### src/rtl/id_hazard_scoreboard.sv
// -----------------------------------------------------------------------------
// id_hazard_scoreboard
//
// Register-dependency scoreboard and interlock controller for the decode stage.
// Each architectural register 1..31 has a 2-bit count of issued instructions
// that still owe a register-file write. The instruction in ID is stalled while
// any register it reads has a nonzero count. A drain request stalls issue until
// every count is zero, then pulses Drained_out for one cycle.
//
// Ports:
//   Clk_in            clock, rising edge
//   Reset_in          asynchronous active-high reset
//   Instruction_ID    instruction in ID (rs=[25:21], rt=[20:16], rd=[15:11])
//   Valid_ID          ID holds a real instruction
//   Use_rs_ID/Use_rt_ID  instruction reads rs / rt
//   RegWrite_ID       instruction writes a register
//   RegDst_ID         destination is rd (1) or rt (0)
//   JAL_ID            destination forced to register 31
//   Flush_in          kill the ID instruction this cycle (blocks issue only)
//   RegWrite_WB       register-file write this cycle
//   WriteRegister_WB  register being written back
//   Drain_in          drain request pulse (honoured only in RUN)
//   Stall_out         hold PC and IF/ID, insert bubble into ID/EX
//   Pending_out       bit i set when register i has a nonzero count
//   Drained_out       one-cycle pulse when the drain completes
//   Error_out         sticky count overflow/underflow flag
//   StallCount_out    (only with ID_SCOREBOARD_STALLCNT_EN) saturating count
//                     of RUN cycles with Stall_out asserted
//
// Build option: define ID_SCOREBOARD_STALLCNT_EN to add StallCount_out.
// -----------------------------------------------------------------------------
module id_hazard_scoreboard (
    input  logic        Clk_in,
    input  logic        Reset_in,
    input  logic [31:0] Instruction_ID,
    input  logic        Valid_ID,
    input  logic        Use_rs_ID,
    input  logic        Use_rt_ID,
    input  logic        RegWrite_ID,
    input  logic        RegDst_ID,
    input  logic        JAL_ID,
    input  logic        Flush_in,
    input  logic        RegWrite_WB,
    input  logic [4:0]  WriteRegister_WB,
    input  logic        Drain_in,
    output logic        Stall_out,
    output logic [31:0] Pending_out,
    output logic        Drained_out,
    output logic        Error_out
`ifdef ID_SCOREBOARD_STALLCNT_EN
    ,
    output logic [31:0] StallCount_out
`endif
);

    typedef enum logic [1:0] {
        ST_RUN,
        ST_DRAIN,
        ST_DONE
    } state_t;

    state_t      state, state_next;
    logic [1:0]  cnt      [32];
    logic [1:0]  cnt_next [32];
    logic [4:0]  rs, rt, rd, dst;
    logic        hazard, issue, retire, all_zero, err_event;
    logic [31:0] inc_vec, dec_vec;

    assign rs  = Instruction_ID[25:21];
    assign rt  = Instruction_ID[20:16];
    assign rd  = Instruction_ID[15:11];
    assign dst = JAL_ID ? 5'd31 : (RegDst_ID ? rd : rt);

    // Register 0 is never tracked, so its pending bit is tied low.
    always_comb begin
        Pending_out[0] = 1'b0;
        for (int i = 1; i < 32; i++) begin
            Pending_out[i] = (cnt[i] != 2'd0);
        end
    end

    assign all_zero = ~|Pending_out;

    // Uses registered counts only: a writeback in this cycle does not release
    // the stall until the following cycle.
    assign hazard = Valid_ID &
                    ((Use_rs_ID & (rs != 5'd0) & Pending_out[rs]) |
                     (Use_rt_ID & (rt != 5'd0) & Pending_out[rt]));

    // FSM next-state and outputs.
    // NOTE: every always_comb output gets a default first so no path leaves it
    // unassigned, which would otherwise infer a latch.
    always_comb begin
        state_next  = state;
        Stall_out   = hazard;
        Drained_out = 1'b0;
        unique case (state)
            ST_RUN: begin
                if (Drain_in) state_next = ST_DRAIN;
            end
            ST_DRAIN: begin
                Stall_out = 1'b1;
                if (all_zero) state_next = ST_DONE;
            end
            ST_DONE: begin
                Stall_out   = 1'b1;
                Drained_out = 1'b1;
                state_next  = ST_RUN;
            end
            default: state_next = ST_RUN;
        endcase
    end

    // Stall_out already covers DRAIN/DONE, so no issue happens while draining.
    assign issue  = Valid_ID & RegWrite_ID & ~Stall_out & ~Flush_in & (dst != 5'd0);
    assign retire = RegWrite_WB & (WriteRegister_WB != 5'd0);

    assign inc_vec = issue  ? (32'd1 << dst)              : 32'd0;
    assign dec_vec = retire ? (32'd1 << WriteRegister_WB) : 32'd0;

    // Per-register count update. Simultaneous issue and retire cancel out;
    // over/underflow holds the count and raises the error flag.
    always_comb begin
        err_event   = 1'b0;
        cnt_next[0] = 2'd0;
        for (int i = 1; i < 32; i++) begin
            cnt_next[i] = cnt[i];
            if (inc_vec[i] && !dec_vec[i]) begin
                if (cnt[i] == 2'd3) err_event = 1'b1;
                else                cnt_next[i] = cnt[i] + 2'd1;
            end else if (dec_vec[i] && !inc_vec[i]) begin
                if (cnt[i] == 2'd0) err_event = 1'b1;
                else                cnt_next[i] = cnt[i] - 2'd1;
            end
        end
    end

    // NOTE: sequential state uses non-blocking assignments so every flop
    // samples the pre-edge values regardless of statement order.
    // NOTE: the count array is real state that must start at zero, so it is
    // reset explicitly rather than treated as an uninitialised memory.
    always_ff @(posedge Clk_in or posedge Reset_in) begin
        if (Reset_in) begin
            state     <= ST_RUN;
            Error_out <= 1'b0;
            for (int i = 0; i < 32; i++) cnt[i] <= 2'd0;
        end else begin
            state <= state_next;
            if (err_event) Error_out <= 1'b1;
            for (int i = 0; i < 32; i++) cnt[i] <= cnt_next[i];
        end
    end

`ifdef ID_SCOREBOARD_STALLCNT_EN
    always_ff @(posedge Clk_in or posedge Reset_in) begin
        if (Reset_in) begin
            StallCount_out <= 32'd0;
        end else if ((state == ST_RUN) && Stall_out && (StallCount_out != 32'hFFFF_FFFF)) begin
            StallCount_out <= StallCount_out + 32'd1;
        end
    end
`endif

endmodule

### config.mk
export PLATFORM = sky130hd
export DESIGN_NAME = id_hazard_scoreboard
export DESIGN_NICKNAME = d
export VERILOG_FILES = /design/src/rtl/id_hazard_scoreboard.sv
export SDC_FILE = /design/constraint.sdc
export NUM_CORES = 1
export LEC_CHECK = 0
export ABC_AREA = 1
export CAP_MARGIN = 5
export CORE_MARGIN = 3
export CORE_UTILIZATION = 35
export CTS_BUF_LIST = sky130_fd_sc_hd__clkbuf_4 sky130_fd_sc_hd__clkbuf_8
export DETAILED_ROUTE_END_ITERATION = 10
export GPL_TIMING_DRIVEN = 1
export MAX_ROUTING_LAYER = met4
export PLACE_DENSITY_LB_ADDON = 0.08
export SLEW_MARGIN = 0
export SYNTH_ARGS = -nofsm -noshare
export SYNTH_HDL_FRONTEND = slang
export SYNTH_SLANG_ARGS = --single-unit
### constraint.sdc
create_clock -name Clk_in -period 3.45 [get_ports Clk_in]
set_input_delay 0.8625 -clock Clk_in [delete_from_list [all_inputs] [get_ports Clk_in]]
set_output_delay 0.8625 -clock Clk_in [all_outputs]
set_load 0.02 [all_outputs]
==> flow_summary.yaml <==
run_status:
  status: "finished, final reports clean"
logic_synthesis:
  syn-cell-area_um2: 6603
  syn_avg_cell_area_um2: 6.531
  synthArstFlopShare: 1.000
  synth_cell_type_count: 44
  synth_edf_count: 0
  synthFlopType: "dfrtp_1"
  syn_inst: 1011
  synth_nets: 1125
  ys_seq_elements: 65
  seq_area_frac_synth: 0.2464
  yosys_warnings: 0
die:
  die_width_um: 143.4
  die_h_um: 143.4
  start_util: 0.3614
  ios: 83
  coreArea_um2: 18270
  design.die.area_um2: 20550
  row_count: 49
power_and_ir_drop:
  p_int_mw: 1.787
  p_sw_mw: 1.249
  power_mw: 3.036
  p_clk_frac: 0.237
  seqPwrFrac: 0.319
  leakagePower_nw: 4.390
  comb_power_share: 0.443
  switching_share: 0.4113
  max-vdd-ir-drop_mv: 0.2358
  p_per_area_nw_per_um2: 322.3
worst_hold_path:
  hold_start: "cnt[8]"
  hold_path_class: "register to register"
  min_to: "cnt[8]"
  hold_depth: 1
worst_setup_path:
  critPathLaunchType: "primary input"
  critPathMaxStageDelay_ps: 460
  cpMaxStageDelayCell: "clkdlybuf4s50_1"
  cp.arrival_ps: 3690
  cp.required_ps: 3710
  reg2reg_slack_ps: 300
  reg2reg_from: "cnt[55]"
  worstPathMaxFanout: 5
  crit_buf_inv: 5
  end_kind: "register"
  cp_cell_sequence: "clkdlybuf4s50_1 > a21oi_1 > nand2_1 > nor2_2 > nand3_1 > o21ai_1 > inv_2 > nand3_4 > buf_6 > buf_12 > buf_8 > nor2_2 > ha_2 > and3_4 > nor4_4 > nand4_1 > nor2_1 > nand4_1"
  worst-r2r-cell-count: 24
  path_class: "primary input to register"
  reg2reg_to: "Error_out"
  cp_top_family: "simple AND/OR/NAND/NOR gates"
timing:
  layout_setup_ws_ps: 18.86
  fin_crit_ps: 3431
  period_share: 0.9945
  setup_viol: 0
  skew_ps: 7.552
  finalHoldViolations: 0
  rsz0062_at_grt: "yes"
  max_freq_ghz: 0.2914
  relSlewSlack: 0.5996
  final_max_slew_viol_count: 0
  tightestPinTransition_ps: 595.1
cts:
  h-tree-depth: 3
  clock_sinks: 65
  clk_path_buf_depth: 2
  numCtsBuffers: 9
  ctsHoldBuffers: 0
  clk_pin_slew_ps: 80
  cts_tree: "built"
  clkLatencyLatePin_ps: 380
  root_buffer: "clkbuf_8"
placement:
  dpl_worst_slack_ps: -708.0
  placedCellCount: 1449
  portBuffers: 64
  place_congestion: 0.9670
  dp_hpwl_um: 20180
grt:
  grt_max_degree: 66
  grt_pass1_wl_um: 39010
  antenna_found_initial: 0
  grt_pass1_vias: 7087
  overflow: 0
  grt_usage: 0.2581
cells_and_area:
  utilization: 0.5155
  syn2layout_area_growth_pct: 42.66
  fin_cells: 1485
  drive_gt1_frac: 0.2404
  nNetsFinal: 1365
  antenna_cells: 0
drt:
  first_iter_violations: 593
  ant_nets: 0
  drt-pass1-iter-count: 5
  num_vias: 7446
  vias_per_cell: 5.014
  routed_wl_um: 25010
  detail_route.wl_per_cell_um: 16.84
  remaining_drc_errors: 0
flow_run:
  cap_violations: 0
-- worst max path at each step --
stage / from / to / slack [ps] / depth (start not counted)
4_1_cts: Instruction_ID[22] / Error_out / 2 / 25
2_1_floorplan: Instruction_ID[16] / Error_out / 280 / 19
6_report: Instruction_ID[12] / Error_out / 20 / 18
3_5_place_dp: Instruction_ID[16] / Stall_out / -710 / 16
3_3_place_gp: Instruction_ID[16] / Stall_out / -720 / 16
5_1_grt: Instruction_ID[17] / Error_out / -130 / 26
-- worst register-to-register path: stages, from the launching register on --
cell and delay (ps):
dfrtp_1 410, nor2_1 270, buf_4 180, nand2_1 40
nand2_1 60, inv_1 30, nand2_1 60, a21boi_1 60
nand3_1 80, nand2_1 70, nand2_2 70, nand2_2 70
nand2_4 90, nand3_4 90, buf_6 140, buf_12 120
buf_4 140, nor2_4 140, ha_4 150, buf_6 90
nor2_2 40, a22oi_2 210, nand4_1 200, nor2_1 140
nand4_1 80
-- layout make-up --
class / count / area [um2]
inverter: 195 / 734.5
fill: 1877 / 8851
clock buffer: 13 / 160.2
timing repair buffer: 254 / 2201
clock inverter: 3 / 40.04
multi-input combinational: 726 / 4370
sequential: 65 / 1627
tap: 229 / 286.5
-- power by group through the flow --
stage                     Sequential (mW)  Clock, mW  Combinational (mW)
final                               0.969      0.721                1.35
after detailed placement            0.983          0                1.26
after CTS                           0.968      0.744                1.32
after global placement              0.978          0                1.26
after floorplan                     0.959          0               0.649
after global routing                0.988      0.773                1.46
-- flip-flops by register name, summed over array words and instances, names as in the netlist --
register,count
state,2
Error_out,1
cnt,62
-- cells by family after synthesis --
kind of cell    count (synthesis)  share of synthesized area
flops                          65                     0.2464
xor+xnor                       25                    0.03316
simple gates                  536                     0.3688
buf+inv                       220                     0.1364
compound gates                 98                    0.08963
fa+ha+maj                      66                     0.1251
other cells                     1                  0.0005680
-- layout by cell type, fill, tap and decap left out, types with 6 or more instances in the layout --
cell type          n
clkbuf_8          10
nand3_1           69
xor2_1            24
nor2_2            16
o31ai_1           20
dfrtp_1           65
inv_1            185
nor3_1            24
nand4_1           42
a21oi_1           14
buf_4            172
nor2_4            12
inv_2              9
nor3b_1            6
nor4_1             7
o22ai_1           10
o21ai_0           36
ha_1              48
ha_2              14
buf_6             11
clkdlybuf4s50_1   54
nor2_1           187
nand2_1          136
nand2_2            6
-- cell usage after synthesis, types with 3 or more instances --
master	count	area, um2
o21ai_0	36	180.2
nor2_2	12	75.07
nor2_4	4	45.04
o22ai_1	11	68.82
o31ai_1	20	150.1
inv_2	5	18.77
or2_2	5	31.28
nand2_1	141	529.3
ha_1	66	825.8
dfrtp_1	65	1627
buf_2	7	35.03
nor4_1	12	75.07
and3_1	5	31.28
nor3_1	24	120.1
clkbuf_1	8	30.03
inv_1	189	709.4
a21oi_1	16	80.08
buf_6	5	56.30
xor2_1	24	210.2
nand4_1	42	262.8
nor3_2	3	30.03
nor2_1	199	747.0
nor3b_1	9	67.56
buf_4	4	30.03
nand3_1	74	370.4
-- per-layer routing --
metal | vias to the layer above | part of all wire | global-route usage
met4 | 0 | 0.029 | 0.08573
li1 | 3736 | - | -
met1 | 3430 | 0.45 | 0.3449
met2 | 236 | 0.44 | 0.3964
met5 | - | 0 | -
met3 | 44 | 0.074 | 0.04692
-- what timing repair did --
item / in CTS / in global routing
pin swaps: 20 / 39
gates cloned: 1 / 0
gates resized for setup: 73 / 37
setup endpoints to repair: 3 / 9
setup buffers: 18 / 2
-- stage by stage --
stage | area (um2) | hold slack (ps) | TNS, ps
detailed placement | 8677 | 479.6 | -12700
floorplan | 6603 | 454.9 | 0
CTS | 9265 | 494.7 | 0
global placement | 8677 | 477.9 | -11700
global route | 9419 | 507.3 | -128.0
finish | 9419 | 488.1 | 0
(Power assumes the default switching activity.)
